<file path="src/rtl/tt_um_prbs_checker_shivam.sv">
// Receive-side checker for the x^4+x^3+1 PRBS stream: self-seeds from the
// incoming bits, then flags and counts mismatches, resyncing after a run of misses.
module tt_um_prbs_checker_shivam #(
  parameter int LOSS_THRESH = 3,
  parameter int CNT_W       = 8
) (
  input  logic       clk,
  input  logic       rst_n,
  input  logic       ena,
  input  logic [7:0] ui_in,
  output logic [7:0] uo_out,
  input  logic [7:0] uio_in,
  output logic [7:0] uio_out,
  output logic [7:0] uio_oe
);

  localparam int CW = $clog2(LOSS_THRESH + 1);
  localparam logic [CW-1:0]    THRESH_M1 = CW'(LOSS_THRESH - 1);
  localparam logic [CNT_W-1:0] CNT_MAX   = '1;

  typedef enum logic {SEED, LOCKED} state_t;

  state_t           r_state,     w_state;
  logic [3:0]       r_h,         w_h;
  logic [2:0]       r_seed_cnt,  w_seed_cnt;
  logic [CW-1:0]    r_consec,    w_consec;
  logic [CNT_W-1:0] r_err_cnt,   w_err_cnt;
  logic             r_err_pulse, w_err_pulse;
  logic             r_lock_lost, w_lock_lost;

  logic       w_v, w_d, w_clr, w_p;
  logic [3:0] w_h_rx, w_h_fly;

  assign w_v     = ena & ui_in[1];
  assign w_d     = ui_in[0];
  assign w_clr   = ui_in[2];
  assign w_p     = r_h[3] ^ r_h[2];
  assign w_h_rx  = {r_h[2:0], w_d};
  // Flywheel: on a miss the predicted bit is kept so one flipped bit cannot misalign h.
  assign w_h_fly = {r_h[2:0], w_p};

  always_ff @(posedge clk or negedge rst_n) begin
    if (!rst_n) begin
      r_state     <= SEED;
      r_h         <= '0;
      r_seed_cnt  <= '0;
      r_consec    <= '0;
      r_err_cnt   <= '0;
      r_err_pulse <= 1'b0;
      r_lock_lost <= 1'b0;
    end else begin
      r_state     <= w_state;
      r_h         <= w_h;
      r_seed_cnt  <= w_seed_cnt;
      r_consec    <= w_consec;
      r_err_cnt   <= w_err_cnt;
      r_err_pulse <= w_err_pulse;
      r_lock_lost <= w_lock_lost;
    end
  end

  always_comb begin
    w_state     = r_state;
    w_h         = r_h;
    w_seed_cnt  = r_seed_cnt;
    w_consec    = r_consec;
    w_err_cnt   = r_err_cnt;
    w_err_pulse = 1'b0;
    w_lock_lost = r_lock_lost;
    if (w_v) begin
      unique case (r_state)
        SEED: begin
          w_h = w_h_rx;
          if (r_seed_cnt != 3'd4) w_seed_cnt = r_seed_cnt + 3'd1;
          // All-zero is the LFSR lock-up state, so keep seeding until a 1 arrives.
          if ((r_seed_cnt >= 3'd3) && (w_h_rx != 4'h0)) w_state = LOCKED;
        end
        LOCKED: begin
          if (w_d == w_p) begin
            w_h      = w_h_rx;
            w_consec = '0;
          end else begin
            w_h         = w_h_fly;
            w_err_pulse = 1'b1;
            if (r_err_cnt != CNT_MAX) w_err_cnt = r_err_cnt + 1'b1;
            if (r_consec == THRESH_M1) begin
              w_state     = SEED;
              w_seed_cnt  = '0;
              w_consec    = '0;
              w_lock_lost = 1'b1;
            end else begin
              w_consec = r_consec + 1'b1;
            end
          end
        end
        default: w_state = SEED;
      endcase
    end
    if (w_clr) begin
      w_err_cnt   = '0;
      w_lock_lost = 1'b0;
    end
  end

  assign uo_out  = 8'(r_err_cnt);
  assign uio_out = {4'h0, (r_state == SEED), r_lock_lost, r_err_pulse, (r_state == LOCKED)};
  assign uio_oe  = 8'h0F;

  logic w_unused;
  assign w_unused = &{1'b0, uio_in, ui_in[7:3]};

endmodule

</file>
<file path="config.mk">
export PLATFORM = sky130hd
export DESIGN_NAME = tt_um_prbs_checker_shivam
export DESIGN_NICKNAME = d
export VERILOG_FILES = /design/src/rtl/tt_um_prbs_checker_shivam.sv
export SDC_FILE = /design/constraint.sdc
export NUM_CORES = 1
export LEC_CHECK = 0
export CORE_MARGIN = 2
export CORE_UTILIZATION = 45
export CTS_BUF_LIST = sky130_fd_sc_hd__clkbuf_4 sky130_fd_sc_hd__clkbuf_8
export CTS_CLUSTER_DIAMETER = 100
export CTS_CLUSTER_SIZE = 40
export DETAILED_ROUTE_END_ITERATION = 8
export HOLD_SLACK_MARGIN = 0.06
export PLACE_DENSITY = 0.8
export SYNTH_ARGS = -nofsm -noshare
export SYNTH_HDL_FRONTEND = slang
export SYNTH_SLANG_ARGS = --single-unit
</file>
<file path="constraint.sdc">
create_clock -name clk -period 4.8 [get_ports clk]
set_clock_uncertainty 0.05 [all_clocks]
set_input_delay 0.96 -clock clk [delete_from_list [all_inputs] [get_ports clk]]
set_output_delay 0.96 -clock clk [all_outputs]
set_load 0.005 [all_outputs]
</file>
==> key figures, run 1 <==
Drt
  – Sum of routed wire length over all layers: 2130 µm
  – Via count of the routed design: 820
  – Final routed DRC violation total: 0
  – Wire length per cell: 13.57 µm
  – Count of TritonRoute iterations in the first routing pass: 4
  – Number of DRC violations after detailed-routing iteration 0: 16
  – Antenna Violating Nets Remaining: 0
  – Number of vias per cell after detailed routing: approximately 5.2

Floorplanning
  – Die ar.: ~3000 µm²
  – Area of the core: 2432 µm²
  – Starting density of the core: 46.40%
  – Count of pins on the block boundary: between 40 and 50
  – Height of the die: 54.08 µm
  – Floorplan die width: 54.08 µm
  – Row Count: 18

Clocking
  – Post_cts resized: 0
  – Total number of H-tree levels: 1
  – Clock sink count: 20
  – Deepest clock path buffer count: 2
  – TritonCTS clock tree: done
  – Insertion delay to the later sink of the worst-skew pair: ~0.31 ns
  – Number of setup buffers added after CTS: 0
  – Number of buffers created by CTS: 3
  – Hold-fix buffers at CTS: 0
  – Clock-pin slew on the worst setup and hold paths: 0.13 ns
  – Library cell used as clock root buffer: sky130_fd_sc_hd__clkbuf_4

Critical path
  – Depth of the critical timing path with buffers and inverters included: 5
  – Kind of end point of the critical path: flip-flop
  – Worst setup SP type: input pin
  – Worst Setup Path Type: input pin to flip-flop
  – Dominant delay contributor by cell family on the critical path: simple AND/OR/NAND/NOR gates
  – Endpoint arrival time on the critical path: 2.65 ns
  – Required time of the worst setup path: 4.96 ns
  – CP Max Fanout: 6
  – Register-to-Register Path Depth: 5
  – Largest stage delay, worst path: 0.52 ns
  – Cells along the critical path: clkdlybuf4s50_1 -> xnor3_1 -> nor2_1 -> nand3b_1 -> a31o_2
  – Buffer and inverter count on the worst path: 1
  – Slowest stage cell on the critical path: sky130_fd_sc_hd__clkdlybuf4s50_1

STA
  – Unrepaired setup endpoints after global routing: no
  – Min Hold Slack: 0.4847 ns
  – Slew @ Worst Pin: between 0.8 and 0.9 ns
  – Setup_tns: 0 ns
  – Final period util: 51.69%
  – Maximum clock frequency: between 400 and 500 MHz
  – Final hold vios: 0
  – # setup viols final: 0
  – Number of pins exceeding their max-slew limit in the final report: 0
  – Slew Limit Headroom: 40.31%
  – Final Critical Period: 2.481 ns

Global routing
  – Total grt overflow: 0
  – Via count of the first global-routing pass: 852
  – Wire length of the first global-routing pass: about 3500 µm
  – GR Util All Layers: 16.58%
  – Largest net degree at the start of global routing: 21
  – Initial antenna violation count: 0

Synthesis
  – Library cells used by synthesis: 35
  – Share of the yosys chip area belonging to registers: 44.35%
  – Most area-consuming cells after synthesis: sky130_fd_sc_hd__dfrtp_1 (44%), sky130_fd_sc_hd__buf_4 (10%), sky130_fd_sc_hd__ha_1 (4.4%), sky130_fd_sc_hd__mux2_2 (3.0%), sky130_fd_sc_hd__nor2_1 (2.7%)
  – Dominant cell type by area after synthesis: sky130_fd_sc_hd__dfrtp_1
  – Cell area after synthesis: 1129 µm²
  – Post-synthesis sequential element count: 20
  – Fraction of synthesized cell area taken by the top area cell type: 44.35%
  – Mapped Avg Cell Area: 9.987 µm²
  – Yosys warnings: 0
  – Cell count after synthesis: about 110

Cells and area
  – Finished Layout Cells: 157
  – Total of fill cells in the finished design: 226
  – Nets: 151
  – Number of inserted diodes: 0
  – Area growth from synthesis to layout: 15.74%
  – Area used by sequential logic in the layout: 500.5 µm²
  – Layout cell share with drive strength beyond 1: 8.661%
  – Post-route cell area: 1306 µm²
  – Final standard cell utilization of the core: 53.70%
  – Area used by multi-input combinational logic: 519.2 µm²

Min path
  – Number of cells traversed by the worst hold path: 2
  – Hold WC Path Type: flip-flop to flip-flop

Placement
  – HPWL reported at the end of detailed placement: between 1500 and 2000 µm
  – Placer's final routability congestion estimate: 0.7932
  – Number of cells in the design after placement: 153
  – Input/output buffers: 17
  – DP Area: roughly 1300 µm²

Power and ir drop
  – Power per Cell Area: about 420 nW/µm²
  – VDD IR max: 0.0004096 V
  – Static Leak: 0.5689 nW

Status
  – Run status: complete, no violations

Run
  – Count of maximum capacitance violations: 0
[layout make-up]
type	count	share of cell area [%]
Sequential cell	20	38.31
Timing Repair Buffer	17	13.03
Multi-Input combinational cell	79	39.75
Clock buffer	3	1.724
Tap cell	30	2.874
Inverter	7	2.011
Clock inverter	1	2.299
[report_power, final]
group          internal [mW]  switching, mW
Sequential             0.207         0.0430
Combinational         0.0928         0.0685
Clock                 0.0844         0.0541
Total                  0.384          0.166
[worst paths after layout]
path                             start       endpoint  slack (ns)
max                           ui_in[0]  r_seed_cnt[2]        2.32
max reg2reg                  uo_out[0]      uo_out[5]        2.91
min reg2reg                r_lock_lost    r_lock_lost        0.48
min                        r_lock_lost    r_lock_lost        0.48
max in group asynchronous        rst_n      uo_out[5]        3.05
min in group asynchronous        rst_n  r_seed_cnt[2]        1.09
[stage by stage]
stage               power [mW]  worst slack, ns
global placement        0.4035            2.003
CTS                     0.5532            2.333
detailed placement      0.4148            2.006
floorplan               0.3697            2.688
finish                  0.5495            2.319
global route            0.5863            2.201
[cells by family (layout without fill, tap and decap cells)]
kind of cell | Yosys count | after routing | synth area share, %
XOR/XNOR | 3 | 3 | 3.548
buffers and inverters | 24 | 28 | 12.97
adder cells (fa/ha/maj) | 4 | 4 | 4.435
other | 2 | 12 | 0.6654
multiplexers | 5 | 5 | 4.767
AND/OR/NAND/NOR | 34 | 34 | 15.85
flip-flops | 20 | 20 | 44.35
AO/OA/AOI/OAI | 21 | 21 | 13.42
[cell usage in the layout, fill, tap and decap left out, drive strengths merged]
master         count
nor3               3
nand3              4
conb              12
bufinv             1
nor4b              1
o21a               1
nor4               2
nor2b              1
nor3b              1
a31o               3
dfrtp             20
mux2i              2
ha                 4
inv                7
a41oi              1
a311oi             1
xor2               1
and4               1
o21ai              5
nor2               8
a211oi             2
nand3b             1
xnor2              1
and3               2
nand2              5
xnor3              1
a211o              2
clkbuf             3
mux2               3
a21oi              5
or3                3
nand4              2
clkdlybuf4s50     17
a22o               1
[cells in the mapped netlist]
library cell and number:
sky130_fd_sc_hd__a211o_1 1, sky130_fd_sc_hd__a211o_4 1, sky130_fd_sc_hd__a211oi_1 2, sky130_fd_sc_hd__a21oi_1 5, sky130_fd_sc_hd__a22o_1 1, sky130_fd_sc_hd__a311oi_1 1, sky130_fd_sc_hd__a31o_2 3, sky130_fd_sc_hd__a41oi_1 1
sky130_fd_sc_hd__and3_1 2, sky130_fd_sc_hd__and4_1 1, sky130_fd_sc_hd__buf_1 1, sky130_fd_sc_hd__buf_4 15, sky130_fd_sc_hd__clkbuf_1 1, sky130_fd_sc_hd__conb_1 2, sky130_fd_sc_hd__dfrtp_1 20, sky130_fd_sc_hd__ha_1 4
sky130_fd_sc_hd__inv_1 7, sky130_fd_sc_hd__mux2_2 3, sky130_fd_sc_hd__mux2i_1 2, sky130_fd_sc_hd__nand2_1 5, sky130_fd_sc_hd__nand3_1 4, sky130_fd_sc_hd__nand3b_1 1, sky130_fd_sc_hd__nand4_1 2, sky130_fd_sc_hd__nor2_1 8
sky130_fd_sc_hd__nor2b_1 1, sky130_fd_sc_hd__nor3_1 3, sky130_fd_sc_hd__nor3b_1 1, sky130_fd_sc_hd__nor4_1 2, sky130_fd_sc_hd__nor4b_1 1, sky130_fd_sc_hd__o21a_1 1, sky130_fd_sc_hd__o21ai_0 5, sky130_fd_sc_hd__or3_1 3
sky130_fd_sc_hd__xnor2_1 1, sky130_fd_sc_hd__xnor3_1 1, sky130_fd_sc_hd__xor2_1 1
[metal layers]
layer	vias up	GRT usage (%)	wire length (µm)
met5	-	0	0
met4	0	1.667	0
met3	0	5.278	114
met2	31	31.10	1080
met1	388	18.85	934
li1	401	-	-
[flip-flops by register name, summed over array words and instances, names as in the netlist]
register     flops
uo_out           8
r_h              4
r_seed_cnt       3
r_consec         2
r_err_pulse      1
r_lock_lost      1
r_state          1
[tightest hold or removal path, cell delays in order (launching register included)]
cell and delay (ns):
sky130_fd_sc_hd__dfrtp_1 0.39, sky130_fd_sc_hd__inv_1 0.05, sky130_fd_sc_hd__a21oi_1 0.06
Power figures use the tool's default switching activity.
==> inputs of run 2 (changes only) <==
- CORE_UTILIZATION: 45 -> 41
- PLACE_DENSITY: 0.8 -> 0.76
- clock period: 4.8 -> 2 ns (I/O delays scaled with it)
==> run 2 against run 1 <==
- non-clock buffer count up 8
- final area up 3.4%
- worst hold slack worse by 0.11 ns
- sequential share of layout area down 1.3 points
- total power up 130%
- sequential cell count unchanged
- combinational power rose to 2.6 times the previous value
==> key figures, run 2 (synthesized netlist as in run 1, its figures left out) <==
Status
  – Run status: complete, no violations (unchanged)

Cells and area
  – Layout cell share with drive strength beyond 1: 14.07% (was 8.661%)
  – Number of inserted diodes: 0 (unchanged)
  – Total of fill cells in the finished design: 265 (was 226)
  – Nets: 159 (was 151)
  – Top library cells by usage in the layout, fill and taps aside: sky130_fd_sc_hd__dfrtp_1 (20), sky130_fd_sc_hd__clkdlybuf4s50_1 (17), sky130_fd_sc_hd__conb_1 (12), sky130_fd_sc_hd__nor2_1 (8), sky130_fd_sc_hd__buf_4 (8) (was sky130_fd_sc_hd__dfrtp_1 (20), sky130_fd_sc_hd__clkdlybuf4s50_1 (17), sky130_fd_sc_hd__conb_1 (12), sky130_fd_sc_hd__nor2_1 (8), sky130_fd_sc_hd__inv_1 (7))
  – Most frequent standard cell in the layout excluding fill and tap cells: sky130_fd_sc_hd__dfrtp_1 (unchanged)
  – Post-route cell area: 1351 µm² (was 1306 µm²)
  – Max FFs per register: 8 (unchanged)
  – Area growth from synthesis to layout: 19.73% (was 15.74%)

Clocking
  – Hold-fix buffers at CTS: 0 (unchanged)
  – Total number of H-tree levels: 1 (unchanged)
  – Number of buffers created by CTS: 3 (unchanged)
  – Library cell used as clock root buffer: sky130_fd_sc_hd__clkbuf_4 (unchanged)
  – Insertion delay to the later sink of the worst-skew pair: 0.29 ns (was 0.31 ns)
  – Deepest clock path buffer count: 2 (unchanged)
  – Clock sink count: 20 (unchanged)
  – Post_cts resized: 0 (unchanged)
  – Clock-pin slew on the worst setup and hold paths: 0.11 ns (was 0.13 ns)
  – TritonCTS clock tree: done (unchanged)
  – Number of setup buffers added after CTS: 0 (unchanged)

Power and ir drop
  – Power per Cell Area: 921.7 nW/µm² (was 420.6 nW/µm²)
  – Static Leak: 0.6008 nW (was 0.5689 nW)
  – VDD IR max: 0.0006450 V (was 0.0004096 V)

STA
  – Maximum clock frequency: 535.5 MHz
  – Setup_tns: 0 ns (unchanged)
  – Final hold vios: 0 (unchanged)
  – Min Hold Slack: 0.3749 ns (was 0.4847 ns)
  – Final Critical Period: 1.867 ns
  – Number of pins exceeding their max-slew limit in the final report: 0 (unchanged)
  – Unrepaired setup endpoints after global routing: no (unchanged)
  – # setup viols final: 0 (unchanged)
  – Final period util: approximately 93%

Run
  – Count of maximum capacitance violations: 0 (unchanged)

Drt
  – Sum of routed wire length over all layers: 2036 µm (was 2130 µm)
  – Number of vias per cell after detailed routing: 5.108 (was 5.223)
  – Count of TritonRoute iterations in the first routing pass: 4 (unchanged)
  – Antenna Violating Nets Remaining: 0 (unchanged)
  – Wire length per cell: 12.27 µm (was 13.57 µm)
  – Via count of the routed design: 848 (was 820)
  – Number of DRC violations after detailed-routing iteration 0: 24 (was 16)
  – Final routed DRC violation total: 0 (unchanged)

Floorplanning
  – Die ar.: 3188 µm² (was 2925 µm²)
  – Starting density of the core: 42.01% (was 46.40%)
  – Row Count: 19 (was 18)
  – Count of pins on the block boundary: 43 (unchanged)
  – Area of the core: 2686 µm² (was 2432 µm²)
  – Floorplan die width: 56.47 µm (was 54.08 µm)
  – Height of the die: 56.47 µm (was 54.08 µm)

Placement
  – DP Area: 1315 µm² (was 1254 µm²)
  – Placer's final routability congestion estimate: 0.8075 (was 0.7932)
  – HPWL reported at the end of detailed placement: 1526 µm (was 1532 µm)
  – Input/output buffers: 17 (unchanged)

Critical path
  – CP Max Fanout: 4 (was 6)
  – Worst Setup Path Type: input pin to flip-flop (unchanged)
  – Required time of the worst setup path: 2.15 ns (was 4.96 ns)
  – Worst setup SP type: input pin (unchanged)
  – Endpoint arrival time on the critical path: 2.02 ns (was 2.65 ns)
  – Largest stage delay, worst path: 0.50 ns (was 0.52 ns)
  – Slowest stage cell on the critical path: sky130_fd_sc_hd__clkdlybuf4s50_1 (unchanged)
  – Kind of end point of the critical path: flip-flop (unchanged)
  – Cells along the critical path: clkdlybuf4s50_1 -> xnor3_1 -> nor2_1 -> buf_4 -> a41oi_1 -> a311oi_1 (was clkdlybuf4s50_1 -> xnor3_1 -> nor2_1 -> nand3b_1 -> a31o_2)
  – Reg-to-reg setup timing slack: 0.16 ns (was 2.91 ns)

Global routing
  – Via count of the first global-routing pass: 812 (was 852)
  – Largest net degree at the start of global routing: 21 (unchanged)
  – Total grt overflow: 0 (unchanged)
  – Wire length of the first global-routing pass: 3422 µm (was 3532 µm)
  – GR Util All Layers: 13.61% (was 16.58%)
  – Initial antenna violation count: 0 (unchanged)

Min path
  – Hold WC Path Type: input pin to async pin (was flip-flop to flip-flop)
==> run 2: cell count changes in the layout (fill, tap and decap cells not counted) <==
cell	previous run	this run
sky130_fd_sc_hd__bufinv_16	1	0
sky130_fd_sc_hd__clkbuf_8	0	1
sky130_fd_sc_hd__buf_4	0	8
==> run 2: power breakdown <==
part | internal [mW] | switching (mW) | leakage (nW)
combinational | 0.248 | 0.170 | 0.313
clock | 0.111 | 0.117 | 0.0210
sequential | 0.496 | 0.103 | 0.267
total | 0.855 | 0.390 | 0.601
==> run 2: routing by layer <==
layer / vias up / routed length (µm) / global-route usage (%)
met3: 6 / 97 / 5.069
met5: - / 0 / 0
li1: 417 / - / -
met4: 0 / 29 / 4.422
met1: 407 / 931 / 17.38
met2: 18 / 977 / 21.26
==> run 2: worst paths after layout <==
check | cells after the start | from | to
setup / recovery | 6 | ui_in[0] | uo_out[4]
hold / removal | 2 | rst_n | r_seed_cnt[2]
setup reg to reg | 5 | uo_out[0] | uo_out[5]
hold reg to reg | 2 | r_lock_lost | r_lock_lost
max in group asynchronous | 2 | rst_n | uo_out[2]
min in group clk | 2 | r_lock_lost | r_lock_lost
==> run 2: metrics by stage <==
step                      utilization [%]  worst slack [ns]  instances  power [mW]
after floorplan                         -            0.2358        123      0.8872
after global placement              48.95           -0.1311        162       1.002
after detailed placement            48.95           -0.1757        162       1.028
after CTS                           50.30            0.1423        166       1.268
after global routing                50.30           0.05592        166       1.334
final                               50.30            0.1327        166       1.245
==> run 2: critical path: cells and delay by family <==
family,cells,cell delay (ns)
AO/OA/AOI/OAI,2,0.40
XOR/XNOR,1,0.30
buffers and inverters,2,0.66
AND/OR/NAND/NOR,1,0.24
==> run 2: final cells by class <==
type / instances / area [µm²] / area share (%)
well taps: 31 / 38.79 / 2.870
multi-input cells: 79 / 519.2 / 38.43
repair buffers: 25 / 230.2 / 17.04
flip-flops and latches: 20 / 500.5 / 37.04
inverters: 7 / 26.28 / 1.944
clock buffers: 4 / 36.28 / 2.685
==> variant 1: new RTL, flow settings as in run 2 <==
`r_h` no longer has a reset.
--- a/src/rtl/tt_um_prbs_checker_shivam.sv
+++ b/src/rtl/tt_um_prbs_checker_shivam.sv
@@ -44,3 +44,2 @@
       r_state     <= SEED;
-      r_h         <= '0;
       r_seed_cnt  <= '0;
@@ -52,3 +51,2 @@
       r_state     <= w_state;
-      r_h         <= w_h;
       r_seed_cnt  <= w_seed_cnt;
@@ -59,2 +57,6 @@
     end
+  end
+
+  always_ff @(posedge clk) begin
+    r_h <= w_h;
   end
Formal check against the unedited RTL: same outputs for any inputs over 10 cycles, from zero or initial values and one cycle with rst_n low; that may be too few to reach the edited logic, so the function may still have changed.
==> variant 1 against run 2 <==
- total power decreased by 21%
- setup slack improved by 0.025 ns
- worst hold slack got worse by 0.022 ns
- wire length decreased by 1.1%
- design area decreased by 4.1%
- synthesized area decreased by 0.78%
- highest routed layer unchanged
- count of clock-buffer cells in the layout decreased by 1
- sequential cell count unchanged
==> variant 1: results (changes against run 2) <==
.. list-table::
   :header-rows: 1

   * - Metric
     - Value
   * - Longest individual stage delay on the worst path
     - 0.47 ns (was 0.50 ns)
   * - Largest net degree at the start of global routing
     - 17 (was 21)
   * - Drt first-iter violations
     - 20 (was 24)
   * - Library cell contributing the largest single delay on the critical path
     - sky130_fd_sc_hd__o311ai_4 (was sky130_fd_sc_hd__clkdlybuf4s50_1)
   * - Share of final-layout standard cells stronger than drive strength 1
     - 10.8% (was 14.1%)
   * - Number of global-route vias before repair
     - 763 (was 812)
   * - Peak ir drop on the vdd network
     - 598 uV (was 645 uV)
   * - Met2 wire length
     - 1.02 mm (was 977 um)
   * - Layout Cells excl Fill
     - 160 (was 166)
   * - Worst slack, placed
     - -0.0632 ns (was -0.176 ns)
   * - Adder and majority gate portion of the synthesized area
     - 4.47% (was 4.43%)
   * - Count of flip-flops with a built-in enable after synthesis
     - 4 (was 0)
   * - Share of the yosys chip area belonging to registers
     - 46.5% (was 44.3%)
   * - Xor and xnor fraction of the mapped netlist area
     - 3.80% (was 3.55%)
   * - Met2 Use GR
     - 22.0% (was 21.3%)
   * - Path depth of the worst reg2reg path
     - 6 (was 5)
   * - Result of the run
     - complete, no violations (unchanged)
   * - RD Place Congestion
     - 0.729 (was 0.808)
   * - Combined global-route utilization of all metal layers
     - 13.6% (about the same)
   * - Top cell types by occurrence after synthesis
     - sky130_fd_sc_hd__dfrtp_1, sky130_fd_sc_hd__buf_4, sky130_fd_sc_hd__a21oi_1 (was sky130_fd_sc_hd__dfrtp_1, sky130_fd_sc_hd__buf_4, sky130_fd_sc_hd__nor2_1)
   * - Worst-skew pair later-pin latency
     - 0.31 ns (was 0.29 ns)
   * - Average wire length per cell after detail routing
     - 12.6 um (was 12.3 um)
   * - Wire length on met1
     - 837 um (was 931 um)
   * - Share of synthesized area spent on multiplexers
     - 0.894% (was 4.77%)
   * - First-pass GRT wire length
     - 3.37 mm (was 3.42 mm)
   * - CP Max Fanout
     - 10 (was 4)
   * - Static leakage
     - 0.563 nW (was 0.601 nW)
   * - Worst setup path endpoint
     - uo_out[1] (was uo_out[4])
   * - Met3 layer wire length in the routed design
     - 147 um (was 97 um)
   * - Synth async-reset ratio
     - 80.0% (was 100%)
   * - Cells taking the most area after synthesis
     - sky130_fd_sc_hd__dfrtp_1, sky130_fd_sc_hd__edfxtp_1, sky130_fd_sc_hd__buf_4 (was sky130_fd_sc_hd__dfrtp_1, sky130_fd_sc_hd__buf_4, sky130_fd_sc_hd__ha_1)
   * - Global routing usage on met1
     - 16.3% (was 17.4%)
==> variant 1: where the power goes <==
| group | switching [mW] | internal, mW |
|---|---|---|
| clock | 0.128 | 0.0730 |
| combinational | 0.115 | 0.131 |
| sequential | 0.0652 | 0.477 |
==> variant 1: worst min path at each step <==
stage          startpoint       endpoint  slack, ns  cells after the start
5_1_grt             rst_n  r_seed_cnt[2]       0.38                      2
6_report            rst_n    r_consec[1]       0.35                      2
3_5_place_dp       r_h[0]         r_h[1]       0.38                      0
3_3_place_gp       r_h[0]         r_h[1]       0.38                      0
2_1_floorplan       rst_n    r_consec[0]       0.05                      0
4_1_cts             rst_n    r_consec[1]       0.36                      2
==> variant 1: area by class of cell <==
type | count | area, um2
multi-input combinational | 77 | 478
sequential | 20 | 520
timing repair buffer | 22 | 208
fill | 239 | 1230
clock buffer | 3 | 22.5
inverter | 7 | 26.3
clock inverter | 1 | 3.75
tap | 30 | 37.5
==> variant 2: new RTL, settings of run 2 <==
Without the edit above. The parameter `LOSS_THRESH` goes from 3 to 5.
--- a/src/rtl/tt_um_prbs_checker_shivam.sv
+++ b/src/rtl/tt_um_prbs_checker_shivam.sv
@@ -3,3 +3,3 @@
 module tt_um_prbs_checker_shivam #(
-  parameter int LOSS_THRESH = 3,
+  parameter int LOSS_THRESH = 5,
   parameter int CNT_W       = 8
Function: changed (Yosys sat finds a counterexample within 10 cycles, from zero or initial values and one cycle with rst_n low).
==> variant 2 against run 2 <==
- critical path type is now flip-flop to output pin
- sequential power increased by 5.2%
- wire length increased by 10%
- critical endpoint is now uio_out[3]
- setup slack improved by 0.0073 ns
- sequential cell count increased by 1
- count of clock-buffer cells in the layout decreased by 1
- design area increased by 4.3%
- total power increased by 6.1%
- synthesized area increased by 7.5%
==> variant 2: results (changes against run 2) <==
.. list-table::
   :header-rows: 1

   * - Metric
     - Value
   * - Result of the run
     - complete, no violations (unchanged)
   * - Wire length after detailed routing
     - 2.25 mm (was 2.04 mm)
   * - Number of global-route vias before repair
     - 940 (was 812)
   * - Worst-skew pair later-pin latency
     - roughly 0.30 ns
   * - Ys Warns
     - 0 (unchanged)
   * - CP Max Fanout
     - 8 (was 4)
   * - Top cell types by occurrence after synthesis
     - sky130_fd_sc_hd__dfrtp_1, sky130_fd_sc_hd__buf_4, sky130_fd_sc_hd__inv_1 (was sky130_fd_sc_hd__dfrtp_1, sky130_fd_sc_hd__buf_4, sky130_fd_sc_hd__nor2_1)
   * - Buffers on Ports
     - 17 (unchanged)
   * - Class of the most critical hold timing path
     - input pin to asynchronous set/reset pin (unchanged)
   * - Cell class contributing the biggest share of worst-path delay
     - buffers and inverters (unchanged)
   * - Final antenna diode count
     - 0 (unchanged)
   * - Arrival time reported for the critical path endpoint
     - 1.41 ns (was 2.02 ns)
   * - Length of the first detailed-routing pass in iterations
     - 5 (was 4)
   * - Static leakage
     - 0.629 nW (was 0.601 nW)
   * - Number of nets in the layout
     - 170 (was 159)
   * - Root buf cell
     - sky130_fd_sc_hd__clkbuf_4 (unchanged)
   * - Synth async-reset ratio
     - 100% (unchanged)
   * - CTS buffer count
     - 3 (unchanged)
   * - Share of the yosys chip area belonging to registers
     - 43.3% (was 44.3%)
   * - Count of H-tree levels built during CTS
     - 1 (unchanged)
   * - Most used flip-flop cell after synthesis
     - sky130_fd_sc_hd__dfrtp_1 (unchanged)
   * - Power Internal
     - 0.866 mW (was 0.855 mW)
   * - Number of antenna violations at the first check in global routing
     - 0 (unchanged)
   * - Placement-stage cell area
     - 1380 um2 (was 1320 um2)
   * - Resized Gates After CTS
     - 0 (unchanged)
   * - Longest individual stage delay on the worst path
     - between 0.5 and 0.6 ns
   * - Cells taking the most area after synthesis
     - sky130_fd_sc_hd__dfrtp_1, sky130_fd_sc_hd__buf_4, sky130_fd_sc_hd__ha_1 (unchanged)
   * - Detailed-route via count
     - 906 (was 848)
   * - Final-layout fill cell count
     - 264 (was 265)
   * - Max clock buf depth
     - 2 (unchanged)
   * - Number of buffers inserted to repair setup after CTS
     - 0 (unchanged)
   * - Drt first-iter violations
     - 18 (was 24)
   * - Flip-flop count of the largest register, all copies and words added
     - 8 (unchanged)
   * - Clk slew on worst S/H paths
     - roughly 0.12 ns
   * - Combined global-route utilization of all metal layers
     - 15.3% (was 13.6%)
   * - RD Place Congestion
     - 0.763 (was 0.808)
   * - Peak ir drop on the vdd network
     - 621 uV (was 645 uV)
   * - First-pass GRT wire length
     - 4.04 mm (was 3.42 mm)
   * - Library cells used by synthesis
     - 31 (was 35)
   * - Library cell contributing the largest single delay on the critical path
     - sky130_fd_sc_hd__clkdlybuf4s50_1 (unchanged)
   * - Largest net degree at the start of global routing
     - 22 (was 21)
   * - Share of final-layout standard cells stronger than drive strength 1
     - 12.5% (was 14.1%)
   * - Sum of net half-perimeters after detailed placement
     - 1.71 mm (was 1.53 mm)
variant 2: changes by cell type after synthesis, moves of 3 or more:
| cell | before | now |
|---|---|---|
| sky130_fd_sc_hd__a21oi_1 | 5 | 9 |
| sky130_fd_sc_hd__inv_1 | 7 | 11 |
| sky130_fd_sc_hd__a21o_1 | 0 | 3 |
| sky130_fd_sc_hd__or3_1 | 3 | 0 |
variant 2: per-stage QoR:
step,power (mW),hold slack [ns],cells,utilization (%),setup slack [ns]
finish,1.32,0.377,175,50.7,0.140
global route,1.43,0.381,175,50.7,0.0413
CTS,1.34,0.374,175,50.7,0.122
detailed placement,1.13,0.466,171,49.7,-0.0679
global placement,1.09,0.439,171,49.7,-0.0147
floorplan,0.993,0.0544,134,-,0.336
variant 2: layout make-up:
cell class	count	area (um2)	share of cell area, %
Timing Repair Buffer	22	208	14.7
Multi-Input combinational cell	86	568	40.3
Tap cell	31	38.8	2.75
Clock inverter	1	5.00	0.355
Sequential cell	21	526	37.3
Clock buffer	3	22.5	1.60
Inverter	11	41.3	2.93
variant 2: kinds of logic (layout without fill, tap and decap cells):
kind of cell / after synthesis / count (layout) / synth area share (%)
multiplexers: 4 / 4 / 3.61
adder cells (fa/ha/maj): 6 / 6 / 6.19
flip-flops: 21 / 21 / 43.3
buffers and inverters: 27 / 37 / 13.0
AND/OR/NAND/NOR: 36 / 36 / 15.5
XOR/XNOR: 3 / 3 / 3.40
other: 2 / 12 / 0.619
AO/OA/AOI/OAI: 25 / 25 / 14.4
variant 2: power by group through the flow:
stage	clock (mW)	sequential [mW]	combinational, mW
after detailed placement	0	0.641	0.493
after global placement	0	0.630	0.465
after CTS	0.216	0.631	0.495
final	0.202	0.630	0.491
after floorplan	0	0.616	0.376
after global routing	0.236	0.653	0.543
variant 2: routing by layer:
metal	GRT usage [%]	part of all wire, %	up-vias	routed length, um
li1	-	-	443	-
met1	17.7	43	441	976
met2	27.8	51	22	1160
met3	5.49	5.1	0	114
met4	2.33	0	0	0
met5	0	0	-	0
variant 2: final timing paths:
kind / from / to / slack [ns] / cells past startpoint
min in group clk: r_consec[2] / r_consec[2] / 0.48 / 1
hold / removal: rst_n / r_seed_cnt[2] / 0.38 / 2
hold reg to reg: r_consec[2] / r_consec[2] / 0.48 / 1
max in group asynchronous: rst_n / uo_out[2] / 1.31 / 2
setup / recovery: r_state / uio_out[3] / 0.14 / 2
setup reg to reg: uo_out[0] / uo_out[1] / 0.24 / 6
